File: src/rtl/stg4mo_pkg.sv
// Shared widths, timeout default and state encoding for the
// memory-operation stage.
package stg4mo_pkg;

    localparam int SIZE_ADDR   = 24;
    localparam int SIZE_DATA   = 24;
    localparam int SIZE_TGT_GP = 4;
    localparam int SIZE_TMO    = 15;

    typedef enum logic {
        MO_IDLE = 1'b0,
        MO_WAIT = 1'b1
    } mo_state_e;

endpackage

File: src/rtl/stg4mo_tmo.sv
// Loadable down-counter with clear; expired_o flags a zero count.
// Reusable as a bus-access watchdog.
module stg4mo_tmo #(
    parameter int W    = 4,
    parameter int INIT = 14
) (
    input  logic clk_i,
    input  logic rst_i,
    input  logic load_i,
    input  logic dec_i,
    input  logic clr_i,
    output logic expired_o
);

    logic [W-1:0] cnt_q;
    logic [W-1:0] cnt_d;

    always_comb begin
        cnt_d = cnt_q;
        if (clr_i) begin
            cnt_d = '0;
        end else if (load_i) begin
            cnt_d = W'(INIT);
        end else if (dec_i && cnt_q != '0) begin
            cnt_d = cnt_q - 1'b1;
        end
    end

    always_ff @(posedge clk_i) begin
        if (rst_i) begin
            cnt_q <= '0;
        end else begin
            cnt_q <= cnt_d;
        end
    end

    assign expired_o = (cnt_q == '0);

endmodule

File: src/rtl/stg4mo.sv
// Memory-operation pipeline stage: issues loads/stores on a
// req/ack port, stalls upstream while waiting, feeds writeback.
module stg4mo
    import stg4mo_pkg::*;
#(
    parameter int ADDR_W  = SIZE_ADDR,
    parameter int DATA_W  = SIZE_DATA,
    parameter int TGT_W   = SIZE_TGT_GP,
    parameter int TMO_CYC = SIZE_TMO
) (
    input  logic              iw_clk,
    input  logic              iw_rst,
    input  logic              iw_valid,
    input  logic [ADDR_W-1:0] iw_pc,
    input  logic [DATA_W-1:0] iw_instr,
    input  logic [DATA_W-1:0] iw_result,
    input  logic              iw_wb_en,
    input  logic [TGT_W-1:0]  iw_tgt_gp,
    input  logic              iw_mem_rd,
    input  logic              iw_mem_wr,
    input  logic [ADDR_W-1:0] iw_mem_addr,
    input  logic [DATA_W-1:0] iw_mem_wdata,
    output logic              ow_stall,
    output logic              ow_mem_req,
    output logic              ow_mem_we,
    output logic [ADDR_W-1:0] ow_mem_addr,
    output logic [DATA_W-1:0] ow_mem_wdata,
    input  logic              iw_mem_ack,
    input  logic [DATA_W-1:0] iw_mem_rdata,
    output logic              ow_valid,
    output logic [ADDR_W-1:0] ow_pc,
    output logic [DATA_W-1:0] ow_instr,
    output logic              ow_wb_en,
    output logic [TGT_W-1:0]  ow_tgt_gp,
    output logic [DATA_W-1:0] ow_wb_data,
    output logic              ow_bus_err
);

    localparam int TMO_W = $clog2(TMO_CYC + 1);

    mo_state_e   state_q, state_d;
    logic        req_q, req_d;
    logic        we_q, we_d;
    logic [ADDR_W-1:0] addr_q, addr_d;
    logic [DATA_W-1:0] wdata_q, wdata_d;
    logic [ADDR_W-1:0] cpc_q, cpc_d;
    logic [DATA_W-1:0] cins_q, cins_d;
    logic [TGT_W-1:0]  ctgt_q, ctgt_d;
    logic        valid_q, valid_d;
    logic [ADDR_W-1:0] pc_q, pc_d;
    logic [DATA_W-1:0] instr_q, instr_d;
    logic        wb_en_q, wb_en_d;
    logic [TGT_W-1:0]  tgt_q, tgt_d;
    logic [DATA_W-1:0] wb_data_q, wb_data_d;
    logic        berr_q, berr_d;

    logic tmo_load, tmo_dec, tmo_clr;
    logic tmo_exp;

    stg4mo_tmo #(
        .W    (TMO_W),
        .INIT (TMO_CYC - 1)
    ) u_tmo (
        .clk_i     (iw_clk),
        .rst_i     (iw_rst),
        .load_i    (tmo_load),
        .dec_i     (tmo_dec),
        .clr_i     (tmo_clr),
        .expired_o (tmo_exp)
    );

    always_comb begin
        state_d   = state_q;
        req_d     = req_q;
        we_d      = we_q;
        addr_d    = addr_q;
        wdata_d   = wdata_q;
        cpc_d     = cpc_q;
        cins_d    = cins_q;
        ctgt_d    = ctgt_q;
        valid_d   = 1'b0;
        pc_d      = pc_q;
        instr_d   = instr_q;
        wb_en_d   = wb_en_q;
        tgt_d     = tgt_q;
        wb_data_d = wb_data_q;
        berr_d    = 1'b0;
        tmo_load  = 1'b0;
        tmo_dec   = 1'b0;
        tmo_clr   = 1'b0;
        unique case (state_q)
            MO_IDLE: begin
                if (iw_valid && (iw_mem_rd || iw_mem_wr)) begin
                    state_d  = MO_WAIT;
                    req_d    = 1'b1;
                    we_d     = iw_mem_wr;
                    addr_d   = iw_mem_addr;
                    wdata_d  = iw_mem_wdata;
                    cpc_d    = iw_pc;
                    cins_d   = iw_instr;
                    ctgt_d   = iw_tgt_gp;
                    tmo_load = 1'b1;
                end else if (iw_valid) begin
                    valid_d   = 1'b1;
                    pc_d      = iw_pc;
                    instr_d   = iw_instr;
                    tgt_d     = iw_tgt_gp;
                    wb_en_d   = iw_wb_en;
                    wb_data_d = iw_result;
                end
            end
            MO_WAIT: begin
                if (iw_mem_ack || tmo_exp) begin
                    state_d = MO_IDLE;
                    req_d   = 1'b0;
                    valid_d = 1'b1;
                    pc_d    = cpc_q;
                    instr_d = cins_q;
                    tgt_d   = ctgt_q;
                    tmo_clr = 1'b1;
                end else begin
                    tmo_dec = 1'b1;
                end
                // Ack beats the watchdog when both land together.
                if (iw_mem_ack) begin
                    wb_en_d   = ~we_q;
                    wb_data_d = we_q ? '0 : iw_mem_rdata;
                end else if (tmo_exp) begin
                    berr_d    = 1'b1;
                    wb_en_d   = 1'b0;
                    wb_data_d = '0;
                end
            end
            default: state_d = MO_IDLE;
        endcase
    end

    always_ff @(posedge iw_clk) begin
        if (iw_rst) begin
            state_q   <= MO_IDLE;
            req_q     <= 1'b0;
            we_q      <= 1'b0;
            addr_q    <= '0;
            wdata_q   <= '0;
            cpc_q     <= '0;
            cins_q    <= '0;
            ctgt_q    <= '0;
            valid_q   <= 1'b0;
            pc_q      <= '0;
            instr_q   <= '0;
            wb_en_q   <= 1'b0;
            tgt_q     <= '0;
            wb_data_q <= '0;
            berr_q    <= 1'b0;
        end else begin
            state_q   <= state_d;
            req_q     <= req_d;
            we_q      <= we_d;
            addr_q    <= addr_d;
            wdata_q   <= wdata_d;
            cpc_q     <= cpc_d;
            cins_q    <= cins_d;
            ctgt_q    <= ctgt_d;
            valid_q   <= valid_d;
            pc_q      <= pc_d;
            instr_q   <= instr_d;
            wb_en_q   <= wb_en_d;
            tgt_q     <= tgt_d;
            wb_data_q <= wb_data_d;
            berr_q    <= berr_d;
        end
    end

    assign ow_stall     = (state_q == MO_WAIT);
    assign ow_mem_req   = req_q;
    assign ow_mem_we    = we_q;
    assign ow_mem_addr  = addr_q;
    assign ow_mem_wdata = wdata_q;
    assign ow_valid     = valid_q;
    assign ow_pc        = pc_q;
    assign ow_instr     = instr_q;
    assign ow_wb_en     = wb_en_q;
    assign ow_tgt_gp    = tgt_q;
    assign ow_wb_data   = wb_data_q;
    assign ow_bus_err   = berr_q;

endmodule

File: config.mk
export PLATFORM = sky130hd
export DESIGN_NAME = stg4mo
export DESIGN_NICKNAME = d
export VERILOG_FILES = /design/src/rtl/stg4mo_pkg.sv /design/src/rtl/stg4mo_tmo.sv /design/src/rtl/stg4mo.sv
export SDC_FILE = /design/constraint.sdc
export NUM_CORES = 1
export LEC_CHECK = 0
export ABC_AREA = 1
export BUFFER_PORTS_ARGS = -buffer_cell sky130_fd_sc_hd__buf_4
export CORE_ASPECT_RATIO = 1.25
export CORE_MARGIN = 4
export CORE_UTILIZATION = 49
export DETAILED_ROUTE_END_ITERATION = 6
export GPL_TIMING_DRIVEN = 0
export PLACE_DENSITY_LB_ADDON = 0.12
export SYNTH_ARGS = -nofsm -noshare
export SYNTH_HDL_FRONTEND = slang
export SYNTH_SLANG_ARGS = --single-unit
File: constraint.sdc
create_clock -name iw_clk -period 1.9 [get_ports iw_clk]
set_input_delay 0.475 -clock iw_clk [delete_from_list [all_inputs] [get_ports iw_clk]]
set_output_delay 0.475 -clock iw_clk [all_outputs]
set_load 0.01 [all_outputs]
==> summary.md <==
| Metric | Value |
|---|---|
| Outcome | finished clean |
| Final Slew Violations | 0 |
| VDD IR-drop max | 0.569 mV |
| Min Tclk post-route | 1.74 ns |
| Seq/Total Area, Yosys | 49.3% |
| Kind of critical path | reg2reg |
| M2 GR Usage | 45.2% |
| Die area | 17500 um^2 |
| 1st-iter DRT viols | 347 |
| Switching pwr | 2.74 mW |
| Die Wd | 119 um |
| Sequential group share of total power | 44.9% |
| Syn Nets | 1241 |
| Reg clk slew, reported paths | 0.06 ns |
| Post-Syn Instances | 1085 |
| GP Congestion | 0.842 |
| Slew at the pin with the worst max-slew slack | 0.584 ns |
| Critical Path Start Type | flip-flop |
| Port bufs | 284 |
| Int Power | 7.13 mW |
| Clk_lat worst skew | 0.43 ns |
| CP max FO | 10 |
| Final Skew | 0.00727 ns |
| Routed WL | 22700 um |
| Vert. Die Dim | 147 um |
| Power, Total | 9.87 mW |
| FP Rows | 50 |
| Final setup vio count | 0 |
| Clock share of power | 35.2% |
| Initial core utilization | 50.1% |
| Ant. Diodes | 0 |
| Mapped Avg Cell Area | 6.96 um^2 |
| First-pass GRT wire length | 36300 um |
| First-pass DRT Iterations | 4 |
| Post-CTS Resized | 0 |
| Clock tree sinks | 186 |
| Worst Path Required | 2.22 ns |
| Initial antenna violation count | 0 |
| Routed Antenna Nets | 0 |
| Clk root buf | clkbuf_16 |
| Power Density | 939 nW/um^2 |
| DR WL/cell | 14.1 um |
| Cts bufs inserted | 17 |
| IO Count | 285 |
| Final period util | 91.4% |
| Total GRT Usage | 25.8% |
| Setup bufs post-CTS | 0 |
| Crit path capture type | flip-flop |
| Met1 global-route usage | 28.5% |
| Layout cells sized above 1 | 26.5% |
| Setup TNS Final | 0 ns |
| # DRC | 0 |
| CTS max path bufs | 2 |
| Share of the synthesized area in the top cell type | 49.3% |
| RSZ-0062 raised after global routing | false |
| Hold Path Depth | 2 |
| Number of global-route vias before repair | 7423 |
| Hold Vio Cnt, Final | 0 |
| Fmax | 0.576 GHz |
| Yosys cell types | 23 |
| TritonCTS clock tree | built |
| Via count | 7750 |
| Dpl hpwl | 17300 um |
| Switching part of the total power | 27.8% |
| Global route overflow | 0 |
| Yosys reg bits | 186 |
| Maximum number of pins on one net before global-route repair | 17 |
| Logic gate share of total power | 19.9% |
| Rel. slew slack | 61.1% |
| Post-Place Worst Slack | -0.0103 ns |
| Ys Warns | 0 |
| Area grow syn2layout | 39.2% |
| Number of cells on the worst reg-to-reg path | 8 |
| CP arrival | 2.05 ns |
| Worst setup margin | 0.163 ns |
| Synth area leader | dfxtp_1 |
| M3 GR Usage | 9.13% |
| Hold Crit Class | in2reg |
| Net count, final | 1544 |
| Top Usage Layer GRT | met2 |
| Mapped cell area | 7550 um^2 |
| MaxCap Viol Count | 0 |
| Ranking of synthesized cells by area | dfxtp_1 49%, nor2_1 18%, nand2_1 12% |
| Vias per Instance | 4.82 |
| # hold bufs at CTS | 0 |
| Leakage power | 5.14 nW |
| Core box area | 15100 um^2 |
| H-tree levels | 4 |
critical path, stage by stage, from the launching register on:
cell and delay (ns):
dfxtp_1 0.32, inv_1 0.10, ha_1 0.24, nand2_2 0.11, nand2_4 0.11, nand2_2 0.16, buf_2 0.24, o21ai_0 0.28
nor2_1 0.06
synthesized netlist by cell type, drive strengths merged:
cell,count
nor2,363
nand2,256
dfxtp,186
o21ai,175
buf,42
clkbuf,31
inv,16
a21oi,6
nand3,5
nor3,2
ha,1
nand3b,1
xor2,1
per-layer routing:
metal | part of all wire, % | routed length [um]
met2 | 50 | 11300
met5 | 0 | 0
met1 | 40 | 9070
met3 | 7.9 | 1790
met4 | 2.7 | 606
sequential cells by signal, summed over array words and instances (netlist names), 24 cells and up:
signal and cells:
ow_wb_data 24, cpc_q 24, ow_mem_wdata 24, ow_instr 24, ow_mem_addr 24, cins_q 24, ow_pc 24
final cells by class:
cell class / instances / area [um^2]
Tap cell: 208 / 260
Fill cell: 1380 / 4570
Clock buffer: 19 / 443
Inverter: 16 / 60.1
Sequential cell: 186 / 3720
Buffer: 73 / 420
Clock inverter: 12 / 125
Timing Repair Buffer: 284 / 2130
Multi-Input combinational cell: 810 / 3340
per-stage QoR:
stage | hold slack (ns) | utilization (%) | area [um^2] | cells
after floorplan | 0.455 | - | 7550 | 1085
after global placement | 0.462 | 65.9 | 9940 | 1577
after detailed placement | 0.471 | 65.9 | 9940 | 1577
after CTS | 0.256 | 69.7 | 10500 | 1608
after global routing | 0.264 | 69.7 | 10500 | 1608
final | 0.264 | 69.7 | 10500 | 1608
final timing paths:
| kind | start | endpoint | slack [ns] |
|---|---|---|---|
| worst max register to register | u_tmo.cnt_q[0] | ow_tgt_gp[1] | 0.16 |
| worst min register to register | ow_mem_addr[1] | ow_mem_addr[1] | 0.48 |
| worst min-delay path | iw_rst | ow_valid | 0.26 |
| worst max-delay path | u_tmo.cnt_q[0] | ow_tgt_gp[1] | 0.16 |
placed cells by master, fill, tap and decap left out, types with 3 or more instances in the layout:
master	Yosys	final
clkinv_2	0	5
nand2_1	250	250
dfxtp_1	186	186
clkbuf_1	30	30
nand2_2	4	4
inv_1	12	12
a21oi_1	6	6
clkinvlp_4	0	3
buf_6	9	9
buf_4	14	298
inv_2	4	4
o21ai_1	54	54
buf_2	19	19
nand3_1	5	5
nor2_1	360	360
o21ai_0	121	121
clkbuf_16	0	17
logic make-up after synthesis:
group                      after synthesis  synth area share, %
xor gates and xnor gates                 1                0.116
DFF                                    186                 49.3
adders and majority gates                1                0.166
AOI/OAI and AO/OA                      181                 12.0
and+or+nand+nor                        627                 32.0
buffers and inverters                   89                 6.35
power by group through the flow:
stage | sequential [mW] | combinational (mW) | clock [mW]
final | 4.44 | 1.96 | 3.47
after global routing | 4.48 | 2.20 | 3.67
after CTS | 4.44 | 1.98 | 3.51
after detailed placement | 4.52 | 1.97 | 0
after global placement | 4.51 | 1.94 | 0
after floorplan | 4.62 | 0.929 | 0
(Power assumes the default switching activity.)
